==> src/rtl/rom_fetch.sv <==
// Byte-serial read front end for a synchronous byte-wide boot ROM.
// Decodes the top-of-space ROM window and assembles 1-4 bytes little-endian.
module rom_fetch #(
    parameter int AW = 18,
    parameter int DW = 8
) (
    input  logic          clock,
    input  logic          reset,
    input  logic          req,
    input  logic [23:0]   req_addr,
    input  logic [1:0]    req_len,
    output logic          ready,
    output logic          rsp_valid,
    output logic [31:0]   rsp_data,
    output logic          rsp_err,
    output logic          rom_ce,
    output logic [AW-1:0] rom_address,
    input  logic [DW-1:0] rom_q
);

    localparam logic [1:0] S_IDLE  = 2'd0;
    localparam logic [1:0] S_ISSUE = 2'd1;
    localparam logic [1:0] S_DRAIN = 2'd2;
    localparam logic [1:0] S_RESP  = 2'd3;

    logic [1:0]    state_q, state_d;
    logic [AW-1:0] rom_address_q, rom_address_d;
    logic          rom_ce_q, rom_ce_d;
    logic [1:0]    issue_left_q, issue_left_d;
    logic          cap_en_q, cap_en_d;
    logic [1:0]    cap_cnt_q, cap_cnt_d;
    logic [31:0]   acc_q, acc_d;
    logic          err_q, err_d;
    logic [31:0]   rsp_data_q, rsp_data_d;
    logic          rsp_err_q, rsp_err_d;

    logic          in_window;
    logic [31:0]   acc_cap;

    assign in_window = &req_addr[23:AW];

    // cap_en_q marks the cycle where rom_q holds the byte addressed one cycle earlier.
    for (genvar gi = 0; gi < 4; gi++) begin : g_lane
        assign acc_cap[gi*8 +: 8] = (cap_en_q && (cap_cnt_q == 2'(gi))) ? rom_q : acc_q[gi*8 +: 8];
    end

    always_comb begin
        state_d       = state_q;
        rom_address_d = rom_address_q;
        rom_ce_d      = rom_ce_q;
        issue_left_d  = issue_left_q;
        cap_en_d      = rom_ce_q;
        cap_cnt_d     = cap_en_q ? cap_cnt_q + 2'd1 : cap_cnt_q;
        acc_d         = acc_cap;
        err_d         = err_q;
        rsp_data_d    = rsp_data_q;
        rsp_err_d     = rsp_err_q;

        case (state_q)
            S_IDLE: begin
                if (req) begin
                    issue_left_d = req_len;
                    acc_d        = '0;
                    cap_cnt_d    = 2'd0;
                    if (in_window) begin
                        state_d       = S_ISSUE;
                        rom_ce_d      = 1'b1;
                        rom_address_d = req_addr[AW-1:0];
                        err_d         = 1'b0;
                    end else begin
                        // Out-of-window: skip the ROM, pass through DRAIN so RESP lands at T+2.
                        state_d = S_DRAIN;
                        err_d   = 1'b1;
                    end
                end
            end
            S_ISSUE: begin
                if (issue_left_q == 2'd0) begin
                    state_d  = S_DRAIN;
                    rom_ce_d = 1'b0;
                end else begin
                    rom_address_d = rom_address_q + 1'b1;
                    issue_left_d  = issue_left_q - 2'd1;
                end
            end
            S_DRAIN: begin
                state_d    = S_RESP;
                rsp_err_d  = err_q;
                rsp_data_d = err_q ? 32'd0 : acc_cap;
            end
            default: begin
                state_d = S_IDLE;
            end
        endcase
    end

    always_ff @(posedge clock) begin
        if (reset) begin
            state_q       <= S_IDLE;
            rom_address_q <= '0;
            rom_ce_q      <= 1'b0;
            issue_left_q  <= 2'd0;
            cap_en_q      <= 1'b0;
            cap_cnt_q     <= 2'd0;
            acc_q         <= '0;
            err_q         <= 1'b0;
            rsp_data_q    <= '0;
            rsp_err_q     <= 1'b0;
        end else begin
            state_q       <= state_d;
            rom_address_q <= rom_address_d;
            rom_ce_q      <= rom_ce_d;
            issue_left_q  <= issue_left_d;
            cap_en_q      <= cap_en_d;
            cap_cnt_q     <= cap_cnt_d;
            acc_q         <= acc_d;
            err_q         <= err_d;
            rsp_data_q    <= rsp_data_d;
            rsp_err_q     <= rsp_err_d;
        end
    end

    assign ready       = (state_q == S_IDLE);
    assign rsp_valid   = (state_q == S_RESP);
    assign rsp_data    = rsp_data_q;
    assign rsp_err     = rsp_err_q;
    assign rom_ce      = rom_ce_q;
    assign rom_address = rom_address_q;

endmodule

==> config.mk <==
export PLATFORM = sky130hd
export DESIGN_NAME = rom_fetch
export DESIGN_NICKNAME = d
export VERILOG_FILES = /design/src/rtl/rom_fetch.sv
export SDC_FILE = /design/constraint.sdc
export NUM_CORES = 1
export LEC_CHECK = 0
export CORE_MARGIN = 4
export CORE_UTILIZATION = 40
export DETAILED_ROUTE_END_ITERATION = 8
export MAX_ROUTING_LAYER = met4
export PLACE_DENSITY = 0.74
export SYNTH_ARGS = -nofsm -noshare
export SYNTH_HDL_FRONTEND = slang
export SYNTH_SLANG_ARGS = --single-unit
==> constraint.sdc <==
create_clock -name clock -period 4.8 [get_ports clock]
set_input_delay 0.96 -clock clock [delete_from_list [all_inputs] [get_ports clock]]
set_output_delay 0.96 -clock clock [all_outputs]
set_load 0.02 [all_outputs]
==> flow_summary.ini <==
[layout]
area.sequential_sq_um = 1840
fraction_of_final_layout_cells_with_drive_strength_greater_than_1 = 0.101
utilization = 0.532
multiInputGateArea_sq_um = 2170
nNetsFinal = 588
layout-area-overhead-vs-synth_pct = 27.6
mostFrequentLayoutCells = 92 x dfxtp_1, 89 x clkdlybuf4s50_1, 61 x nor2b_1
antennaDiodeCount = 0
mostFrequentLayoutCell = dfxtp_1
filler_cell_count = 918

[drt]
via_count = 3557
routed_wirelength_um = 10300
dr.first_iter.drc_count = 163
drt_first_pass_iters = 5
post_drt_via_cell_ratio = 5.24
route.detailed.wl_per_inst_um = 15.2
drcViolationCount = 0
detail-route-antenna-nets = 0

[timing]
timing.max_slew.rel_slack = 0.240
fin_skew_ps = 12.0
totalNegativeSetupSlack_ps = 0
hold_viol = 0
worst_pin_slew_ps = 1140
timing.final.crit_share = 0.628
achievable-frequency_mhz = 332
timing.final.max_slew_violations = 0
setup-violations-final = 0
min_period_ps = 3020
unrepaired_setup_endpoints_after_global_routing = false
fin_worst_hold_slack_ps = 503

[logic_synthesis]
main_combinational_cell_family_by_area_after_synthesis = simple AND/OR/NAND/NOR gates
synth-adder-area-share = 0.0301
post_synth_and_or_nand_nor_area_fraction = 0.227
sequential_share_of_the_synthesized_area = 0.443
synth-compound-area-share = 0.137
yosys_warnings = 0
ys_ff_latch = 92
synthesis.area_sq_um = 4150
dominantRegCellSynth = dfxtp_1
asyncSetResetFlopFracSynth = 0
synth_edf_count = 0
post_synth_num_cell_types = 46
syn_inst = 464
post_synthesis_average_cell_area_sq_um = 8.95
synthXorXnorAreaFrac = 0.00211
post_synth_mux_area_share = 0.125
synth.net_count = 511

[flow_run]
drv.max_cap_violation_count = 0

[pwr]
cellLeakagePower_nw = 2.05
power_density_nw_per_um2 = 399
worst_vdd_ir_mv = 0.306

[floorplan]
floorplan.initialDensity = 0.417
io_pins = 91
die_x_um = 110
die-area_sq_um = 12100
dieHeight_um = 110
placementRows = 36
core_area_sq_um = 9950

[cts]
cts_buffer_depth = 2
post_cts.resized_instances = 0
numClockSinks = 92
hold_buffers = 0
clk_transition_reported_paths_ps = 90
cts_tree = done
worstSkewPairLatency_ps = 350
cts_made_buffers = 9
clock-root-buffer = clkbuf_8
post_cts.repair.setup_buffers = 0
htree_num_levels = 3

[critical_path]
critical_path.max_fanout = 31
worst-endpoint-arrival_ps = 3270
cp-start-kind = register
crit_path_end_kind = register
cp_data_required_time_ps = 5060
criticalPathCategory = register to register

[place]
gp_congestion = 0.831
buffer_ports.inserted = 90
place.detailed.hpwl_um = 7370

[global_route]
grt_first_pass_wirelength_um = 16600
grt_use_total = 0.179
total_global_routing_overflow = 0
vias_in_the_first_global_route = 3495
largest_net_degree_at_the_start_of_global_routing = 67
antenna_found_initial = 0

[hold_path]
worstHoldPathType = register to register

[run_status]
run_status = complete, no violations
-- area by class of cell --
class / instances / area share
Tap cell: 133 / 0.0314
Clock inverter: 5 / 0.00708
Clock buffer: 11 / 0.0248
Multi-Input combinational cell: 335 / 0.409
Timing Repair Buffer: 93 / 0.173
Sequential cell: 92 / 0.348
Inverter: 10 / 0.00708
-- registers in the layout, summed over array words and instances (netlist names) --
signal and flops:
cap_cnt_q 2, rsp_err 1, err_q 1, cap_en_q 1, state_q 2, issue_left_q 2
rom_ce 1, acc_q 32, rom_address 18, rsp_data 32
-- layer usage --
layer	vias to the layer above	part of all wire	track usage
met3	11	0.038	0.0229
li1	1755	-	-
met2	94	0.51	0.300
met4	0	0.015	0.0641
met1	1697	0.44	0.221
met5	-	0	-
-- cells by family (layout without fill, tap and decap cells) --
family,after synthesis,count (layout)
XOR/XNOR,1,1
AND/OR/NAND/NOR,182,182
flip-flops,92,92
multiplexers,48,48
AO/OA/AOI/OAI,94,94
buffers and inverters,37,119
adder cells (fa/ha/maj),10,10
-- power breakdown --
part	total (W)	switching (W)	leakage (nW)	internal, W
combinational	0.000720	0.000436	1.23	0.000285
sequential	0.000930	0.0000986	0.744	0.000832
clock	0.000461	0.000270	0.0799	0.000191
-- worst max-delay path: stages (launching register included) --
cell,delay (ps)
dfxtp_1,340
inv_1,110
ha_1,920
nand2b_1,230
a21oi_2,320
and2_1,550
o21ai_1,130
a221oi_1,310
-- synthesized netlist by cell type, types with 2 or more instances --
master / n / area [sq um]
a211oi_1: 3 / 22.5
nor3_1: 7 / 35.0
o211ai_1: 2 / 15.0
dfxtp_1: 92 / 1840
inv_1: 9 / 33.8
a31oi_1: 2 / 12.5
nand2_1: 25 / 93.8
a21o_1: 2 / 15.0
mux2i_1: 16 / 160
nor2_1: 56 / 210
o21ai_0: 9 / 45.0
nor2b_1: 61 / 382
o21a_1: 3 / 22.5
nand3_1: 8 / 40.0
mux2_2: 32 / 360
o22ai_1: 2 / 12.5
a21oi_1: 45 / 225
ha_1: 10 / 125
buf_2: 3 / 15.0
and3_1: 2 / 12.5
a221oi_1: 2 / 17.5
nand4_1: 4 / 25.0
nor4_1: 5 / 31.3
a311oi_1: 2 / 17.5
o32ai_1: 6 / 52.6
nand2b_1: 7 / 43.8
o21ai_1: 7 / 35.0
clkbuf_1: 23 / 86.3
and2_1: 2 / 12.5
-- per-stage QoR --
step                setup slack [ps]  power [W]  cell area [sq um]  cells
CTS                             1780    0.00213               5300    679
floorplan                       2620    0.00140               4150    464
detailed placement              1660    0.00167               5130    663
global placement                1760    0.00164               5130    663
finish                          1780    0.00211               5300    679
global route                    1440    0.00224               5300    679
-- path summary, 6_finish.rpt --
check / cells after the start / end / slack (ps) / startpoint
worst max-delay path: 7 / rom_address[0] / 1780 / state_q[1]
worst min-delay path: 1 / cap_en_q / 500 / rom_ce
worst max register to register: 7 / rom_address[0] / 1780 / state_q[1]
worst min register to register: 1 / cap_en_q / 500 / rom_ce
(Power assumes the default switching activity.)
